<file path="config.mk">
export PLATFORM = sky130hd
export DESIGN_NAME = ub_read_streamer
export DESIGN_NICKNAME = d
export VERILOG_FILES = /design/src/rtl/ub_read_streamer.sv
export SDC_FILE = /design/constraint.sdc
export NUM_CORES = 1
export LEC_CHECK = 0
export BUFFER_PORTS_ARGS = -buffer_cell sky130_fd_sc_hd__clkbuf_2
export CAP_MARGIN = 20
export CORE_UTILIZATION = 25
export DETAILED_ROUTE_END_ITERATION = 8
export PLACE_DENSITY = 0.47
export SYNTH_ARGS = -nofsm -noshare
export SYNTH_HDL_FRONTEND = slang
export SYNTH_SLANG_ARGS = --single-unit
</file>
<file path="constraint.sdc">
create_clock -name clk -period 8.43 [get_ports clk]
set_input_delay 1.686 -clock clk [delete_from_list [all_inputs] [get_ports clk]]
set_output_delay 1.686 -clock clk [all_outputs]
set_load 0.02 [all_outputs]
</file>
<file path="src/rtl/ub_read_streamer.sv">
`default_nettype none
// ============================================================================
// Module      : ub_read_streamer
// Description : Burst reader for the unified buffer. A start request issues
//               `length` sequential reads from `base_addr` (address wraps at
//               2^ADDRESSSIZE). The returned words go into a 2-entry FIFO that
//               feeds a valid/ready output stream. Reads are throttled so the
//               FIFO can never overflow, even under backpressure.
// Ports       : clk, rst_n           - clock, async active-low reset
//               start, base_addr,    - burst request (sampled in IDLE only)
//               length
//               sram_we, sram_rd_en, - buffer read port (we tied low)
//               sram_addr, sram_rdata  (rdata valid one cycle after issue)
//               out_valid, out_data, - downstream stream
//               out_ready
//               busy, done           - status; done is a one-cycle pulse
// Revision    : 1.0 - initial release
// ============================================================================
module ub_read_streamer #(
  parameter int ADDRESSSIZE = 10,
  parameter int WORDSIZE    = 160
) (
  input  logic                   clk,
  input  logic                   rst_n,
  input  logic                   start,
  input  logic [ADDRESSSIZE-1:0] base_addr,
  input  logic [ADDRESSSIZE:0]   length,
  output logic                   sram_we,
  output logic                   sram_rd_en,
  output logic [ADDRESSSIZE-1:0] sram_addr,
  input  logic [WORDSIZE-1:0]    sram_rdata,
  output logic                   out_valid,
  output logic [WORDSIZE-1:0]    out_data,
  input  logic                   out_ready,
  output logic                   busy,
  output logic                   done
);

  typedef enum logic [1:0] {
    S_IDLE  = 2'd0,
    S_READ  = 2'd1,
    S_DRAIN = 2'd2
  } state_t;

  localparam logic [ADDRESSSIZE-1:0] c_addr_one = 1;
  localparam logic [ADDRESSSIZE:0]   c_len_one  = 1;

  state_t                 r_state;
  state_t                 w_state_nxt;
  logic [ADDRESSSIZE-1:0] r_addr;        // next address to issue
  logic [ADDRESSSIZE:0]   r_reads_left;  // reads still to issue
  logic [ADDRESSSIZE:0]   r_xfers_left;  // transfers still owed downstream
  logic                   r_inflight;    // read issued last cycle, data arriving now
  logic [WORDSIZE-1:0]    r_fifo [2];
  logic                   r_wr_ptr;
  logic                   r_rd_ptr;
  logic [1:0]             r_count;
  logic                   r_done;

  logic                   w_pop;
  logic                   w_issue;
  logic                   w_accept;
  logic                   w_zero_req;
  logic                   w_last_xfer;
  logic [2:0]             w_occupancy;

  assign w_pop       = out_valid && out_ready;
  // Slots committed after this cycle: buffered + arriving - leaving. Issuing
  // only while this is below 2 guarantees every returning word has a slot.
  assign w_occupancy = {1'b0, r_count} + {2'b00, r_inflight} - {2'b00, w_pop};
  assign w_issue     = (r_state == S_READ) && (r_reads_left != '0) && (w_occupancy < 3'd2);
  assign w_accept    = (r_state == S_IDLE) && start && (length != '0);
  assign w_zero_req  = (r_state == S_IDLE) && start && (length == '0);
  assign w_last_xfer = w_pop && (r_xfers_left == c_len_one);

  always_comb begin
    w_state_nxt = r_state;
    case (r_state)
      S_IDLE:  if (w_accept) w_state_nxt = S_READ;
      S_READ:  if (w_issue && (r_reads_left == c_len_one)) w_state_nxt = S_DRAIN;
      S_DRAIN: if (w_last_xfer) w_state_nxt = S_IDLE;
      default: w_state_nxt = S_IDLE;
    endcase
  end

  always_ff @(posedge clk or negedge rst_n) begin
    if (!rst_n) begin
      r_state <= S_IDLE;
    end else begin
      r_state <= w_state_nxt;
    end
  end

  always_ff @(posedge clk or negedge rst_n) begin
    if (!rst_n) begin
      r_addr       <= '0;
      r_reads_left <= '0;
      r_xfers_left <= '0;
      r_inflight   <= 1'b0;
      r_fifo[0]    <= '0;
      r_fifo[1]    <= '0;
      r_wr_ptr     <= 1'b0;
      r_rd_ptr     <= 1'b0;
      r_count      <= 2'd0;
      r_done       <= 1'b0;
    end else begin
      r_inflight <= w_issue;
      r_done     <= w_zero_req || ((r_state == S_DRAIN) && w_last_xfer);

      if (w_accept) begin
        r_addr       <= base_addr;
        r_reads_left <= length;
        r_xfers_left <= length;
      end else begin
        if (w_issue) begin
          r_addr       <= r_addr + c_addr_one;  // natural wrap at 2^ADDRESSSIZE
          r_reads_left <= r_reads_left - c_len_one;
        end
        if (w_pop) begin
          r_xfers_left <= r_xfers_left - c_len_one;
        end
      end

      if (r_inflight) begin
        r_fifo[r_wr_ptr] <= sram_rdata;
        r_wr_ptr         <= ~r_wr_ptr;
      end
      if (w_pop) begin
        r_rd_ptr <= ~r_rd_ptr;
      end
      r_count <= r_count + {1'b0, r_inflight} - {1'b0, w_pop};
    end
  end

  assign sram_we    = 1'b0;
  assign sram_rd_en = w_issue;
  assign sram_addr  = w_issue ? r_addr : '0;
  assign out_valid  = (r_count != 2'd0);
  assign out_data   = r_fifo[r_rd_ptr];
  assign busy       = (r_state != S_IDLE);
  assign done       = r_done;

endmodule
`default_nettype wire

</file>
==> flow_summary.toml, run 1 <==
[status]
status = "finished clean"

[floorplanning]
rows = 92
dieArea_um2 = 64800
ios = 360
initial_core_util_pct = 25.3
die_width_um = 255
coreArea_um2 = 63100
die_y_um = 255

[timing]
hold_slack_ns = 0.497
finalHoldViolations = 0
clock_skew_ns = 0.0122
final_max_slew_viol_count = 0
worst_pin_slew_ns = 0.951
rsz0062_at_grt = "no"
max_slew_margin_pct = 36.6
tns_ns = 0
fmax_mhz = 156
setup_viol = 0
period_minus_slack_ns = 6.40
period_share_pct = 76.0
setup_slack_ns = 2.03

[logic_synthesis]
async_flop_share_pct = 100
synth_fp_nets = 1291
synth_top_family_by_area = "multiplexers"
syn_area_um2 = 15900
synth-main-ff-cell = "dfrtp_1"
synth_edf_count = 0
synth-compound-area-share_pct = 2.21
ys_types = 52
synth_mux_area_share_pct = 34.0
yosysWarnings = 0
syn_area_per_cell_um2 = 14.5
synth_xor_area_share_pct = 1.15
syn_inst = 1098
seq_area_frac_synth_pct = 56.5
synth.top_cell.area_share_pct = 56.5
ys_top_cells_by_area = "dfrtp_1 (57%), mux2_2 (34%), clkbuf_1 (0.89%), xnor2_1 (0.71%), nand2_1 (0.66%)"
synthAdderAreaFrac_pct = 0.675
ys_seq_elements = 360
synth.largest_area_cell = "dfrtp_1"
synthSimpleGateAreaFrac_pct = 3.49

[finish]
areaGrowthSynthToFinish_pct = 26.3
drive_gt1_share_pct = 63.1
n_fill_cell = 6452
final_common_cell = "mux2_2"
final_cell_mix = "mux2_2 (481), dfrtp_1 (359), clkbuf_2 (357)"
design_area_um2 = 20100
fin_nets = 1644

[grt]
grt_max_degree = 153
grt_pass1_vias = 11008
grt.overflow.total = 0
grt_first_pass_wirelength_um = 61900
antenna_found_initial = 5
groute.usage.overall_pct = 12.2

[cts]
hold_buffers = 0
path_clk_slew_ns = 0.06
ctsResizeCount = 0
htreeDepth = 2
postCtsSetupBuffers = 0
cts_buffers = 44
clk_latency_ns = 0.56
root_buffer = "clkbuf_16"
cts_tree = "yes"
cts_sinks = 360
cts_buffer_depth = 3

[critical_path]
start_kind = "primary input"
end_kind = "output pin"
crit_chain = "clkbuf_2 -> o21a_1 -> ha_1 -> inv_1 -> ha_1 -> inv_1 -> fa_1 -> xnor2_2 -> nand3_2 -> nand2b_1 -> inv_1 -> and2_1 -> clkbuf_2"
required_ns = 6.74
slowest_stage = "nand2b_1"
path_common_cell = "inv_1"
arrival_ns = 4.72
max_stage_delay_ns = 0.44
cp.buffers_inverters = 5
crit_family = "simple AND/OR/NAND/NOR gates"
path_max_fanout = 14
critPathKind = "in -> out"

[route]
via_count = 10095
ant_nets = 0
routed_wl_um = 40600
wl_per_cell_um = 17.4
drc = 0
via_per_inst = 4.33
drt-pass1-iter-count = 4
drtIter0Drc = 294

[placed_design]
port_buffers = 358
gp_congestion = 0.757
place_ws_ns = 2.01
placed_area_um2 = 18700
hpwl_um = 27300

[power_and_ir_drop]
p_per_area_nw_per_um2 = 457
ir_drop_mv = 0.226
p_leak_nw = 8.86

[worst_hold_path]
min_path_type = "reg -> reg"

[run]
drv_cap = 0
worst register-to-register path, delay by kind of cell (launching register included):
kind | cells | cell delay [ns]
and+or+nand+nor | 2 | 0.74
DFF | 1 | 0.45
adders and majority gates | 3 | 0.84
xor gates and xnor gates | 1 | 0.19
AOI/OAI and AO/OA | 3 | 0.74
buffers and inverters | 3 | 0.49
per-layer routing:
layer  GRT usage [%]  routed length [µm]  share of wire (%)
met2            21.0               20100                 49
met4            4.02                 900                2.2
met3            4.13                3030                7.5
met1            14.3               16600                 41
met5               0                  23              0.057
metrics by stage:
step | total power, W | cells | utilization, %
floorplan | 0.00610 | 1098 | -
global placement | 0.00731 | 2250 | 29.6
detailed placement | 0.00742 | 2251 | 29.6
CTS | 0.00938 | 2328 | 31.9
global route | 0.00982 | 2330 | 31.9
finish | 0.00920 | 2330 | 31.9
cell usage after synthesis, types with 7 or more instances:
cell type  number
and2_1          8
buf_2          17
inv_1          13
nand3_1         9
mux2_2        481
dfrtp_1       360
xnor2_1        13
nor3_1          8
a21oi_1         8
ha_1            7
clkbuf_1       38
nor2_1         17
nand2_1        28
o21ai_0        18
layout make-up:
class | instances | area, µm² | share of cell area, %
Timing Repair Buffer | 370 | 1910 | 9.50
Clock buffer | 68 | 1350 | 6.72
Multi-Input combinational cell | 662 | 6640 | 33.0
Antenna cell | 2 | 5.00 | 0.0249
Clock inverter | 9 | 103 | 0.510
Inverter | 13 | 48.8 | 0.242
Tap cell | 846 | 1060 | 5.26
Sequential cell | 360 | 9010 | 44.8
cells by family (layout without fill, tap and decap cells):
family / after synthesis / in the layout
AOI/OAI and AO/OA: 50 / 50
xor gates and xnor gates: 20 / 20
adders and majority gates: 8 / 8
buffers and inverters: 76 / 460
DFF: 360 / 360
muxes: 481 / 481
other: 1 / 3
and+or+nand+nor: 102 / 102
worst paths after layout:
check / start / to / slack (ns) / cells past startpoint
setup / recovery: out_ready / sram_addr[8] / 2.03 / 13
hold / removal: r_fifo[23] / r_fifo[23] / 0.50 / 1
setup reg to reg: r_count[1] / r_addr[6] / 4.88 / 12
hold reg to reg: r_fifo[23] / r_fifo[23] / 0.50 / 1
max in group asynchronous: rst_n / r_fifo[176] / 5.86 / 2
min in group asynchronous: rst_n / r_fifo[245] / 1.17 / 1
report_power, final:
part / switching [W] / internal [W] / leakage, nW / total [W]
registers: 0.000492 / 0.00262 / 4.24 / 0.00311
logic: 0.00222 / 0.00199 / 3.90 / 0.00421
clock network: 0.000726 / 0.00116 / 0.723 / 0.00188
sequential cells by signal, indices dropped and copies added (netlist names):
register	count
r_count	2
r_fifo	320
r_state	2
r_wr_ptr	1
done	1
r_addr	10
r_inflight	1
r_reads_left	11
r_rd_ptr	1
r_xfers_left	11
Power figures use the tool's default switching activity.
==> run 2: changes to the inputs <==
Settings changed: ABC_AREA from default to 1.
Clock period 8.43 ns to 6.4 ns, I/O delays scaled along.
==> flow_summary.toml, run 2 <==
[logic_synthesis]
yosysMostFrequentCell = "nand2_1"
synth.top_cell.area_share_pct = 55.2
synth-main-ff-cell = "dfrtp_1"
syn_inst = 2092
syn_area_per_cell_um2 = 7.81
ys_top_cells_by_area = "dfrtp_1 (55%), nand2_1 (21%), o21ai_0 (8.5%), inv_1 (4.6%), clkbuf_1 (2.0%)"
ys_seq_elements = 360
yosysWarnings = 0
seq_area_frac_synth_pct = 55.2
synthTopCellsByCount = "nand2_1 (924), dfrtp_1 (360), o21ai_0 (277)"
synth_edf_count = 0
synth_fp_nets = 2285
syn_area_um2 = 16300
ys_types = 33
synth.largest_area_cell = "dfrtp_1"
async_flop_share_pct = 100

[route]
drt-pass1-iter-count = 5
wl_per_cell_um = 14.5
drtIter0Drc = 949
drc = 0
routed_wl_um = 47500
ant_nets = 0
via_per_inst = 4.30
via_count = 14093

[timing]
rsz0062_at_grt = "no"
setup_viol = 0
worst_pin_slew_ns = 0.991
hold_slack_ns = 0.482
final_max_slew_viol_count = 0
fmax_mhz = 205
period_share_pct = 76.2
clock_skew_ns = 0.0207
tns_ns = 0
finalHoldViolations = 0
max_slew_margin_pct = 33.9
period_minus_slack_ns = 4.88

[cts]
htreeDepth = 2
path_clk_slew_ns = 0.06
hold_buffers = 0
root_buffer = "clkbuf_16"
cts_sinks = 360
cts_tree = "yes"
cts_buffers = 44
postCtsSetupBuffers = 0
ctsResizeCount = 0
clk_latency_ns = 0.56
cts_buffer_depth = 3

[floorplanning]
die_y_um = 258
dieArea_um2 = 66300
initial_core_util_pct = 25.3
coreArea_um2 = 64500
die_width_um = 258
rows = 93
ios = 360

[grt]
grt_pass1_vias = 14053
groute.usage.overall_pct = 14.2
grt_first_pass_wirelength_um = 76700
antenna_found_initial = 4
grt.overflow.total = 0
grt_max_degree = 179

[critical_path]
start_kind = "primary input"
required_ns = 5.12
path_max_fanout = 21
crit_chain = "clkbuf_2 -> nand2_4 -> inv_2 -> ha_1 -> inv_1 -> ha_1 -> inv_1 -> fa_1 -> xnor2_1 -> nand3_1 -> clkinv_1 -> nand2_2 -> nor2_1 -> clkbuf_2"
end_kind = "output pin"
cp.buffers_inverters = 6
rrSetupSlack_ns = 2.96
slowest_stage = "fa_1"
critPathKind = "in -> out"
arrival_ns = 3.60
max_stage_delay_ns = 0.37
crit_family = "adder cells"

[finish]
largest_reg_flops = 320
n_fill_cell = 6971
final_cell_mix = "nand2_1 (923), dfrtp_1 (359), clkbuf_2 (357)"
drive_gt1_share_pct = 18.9
top_regs = "r_fifo x320, r_reads_left x11, r_xfers_left x11"
fin_nets = 2582
final_common_cell = "nand2_1"
regMostFlops = "r_fifo"
areaGrowthSynthToFinish_pct = 24.1

[power_and_ir_drop]
p_per_area_nw_per_um2 = 578
p_leak_nw = 11.2
ir_drop_mv = 0.233

[placed_design]
gp_congestion = 0.804
port_buffers = 358
hpwl_um = 30800

[worst_hold_path]
min_path_type = "reg -> reg"

[run]
drv_cap = 0

[status]
status = "finished clean"
## run 2: worst min-delay path: cells and delay by family (launching register included)
kind               cells  cell delay, ns
DFF                    1            0.34
AOI/OAI and AO/OA      1            0.06
and+or+nand+nor        1            0.05
## run 2: where the power goes
group	switching [W]	total [W]	internal [W]
clock	0.000981	0.00246	0.00148
sequential	0.000685	0.00409	0.00341
combinational	0.00355	0.00516	0.00162
## run 2: metal layers
layer | part of all wire, % | GRT usage, % | vias up
li1 | - | - | 7040
met5 | 0.040 | 0 | -
met3 | 5.4 | 2.93 | 61
met4 | 1.8 | 3.58 | 4
met2 | 47 | 23.6 | 311
met1 | 45 | 18.9 | 6677
## run 2: cells by family after synthesis
group,after synthesis,share of synthesized area [%]
adders and majority gates,8,0.659
DFF,360,55.2
other,1,0.0230
xor gates and xnor gates,11,0.590
buffers and inverters,327,8.00
AOI/OAI and AO/OA,329,10.2
and+or+nand+nor,1056,25.4
## run 2: per-stage QoR
step                      power (W)  util, %  instances  cell area (µm²)  worst slack (ns)
after floorplan             0.00754        -       2092            16300              1.96
after global placement      0.00925     29.2       3198            18800              1.57
after detailed placement    0.00939     29.2       3198            18800              1.51
after CTS                    0.0119     31.4       3276            20300              1.51
after global routing         0.0127     31.4       3278            20300              1.33
final                        0.0117     31.4       3278            20300              1.52
## run 2: worst paths after layout
| check | from | endpoint | cells after the start |
|---|---|---|---|
| max in group asynchronous | rst_n | r_reads_left[10] | 2 |
| worst min register to register | r_fifo[218] | r_fifo[218] | 2 |
| worst max-delay path | out_ready | sram_addr[4] | 14 |
| worst max register to register | r_count[1] | r_addr[7] | 15 |
| min in group asynchronous | rst_n | r_fifo[260] | 1 |
| worst min-delay path | r_fifo[218] | r_fifo[218] | 2 |
## run 2: final cells by class
class | count | area [µm²] | share of cell area, %
sequential | 360 | 9010 | 44.5
multi-input combinational | 1405 | 6020 | 29.7
timing repair buffer | 369 | 1930 | 9.55
clock buffer | 64 | 1260 | 6.20
tap | 855 | 1070 | 5.28
inverter | 209 | 790 | 3.90
clock inverter | 14 | 166 | 0.821
antenna | 2 | 5.00 | 0.0247
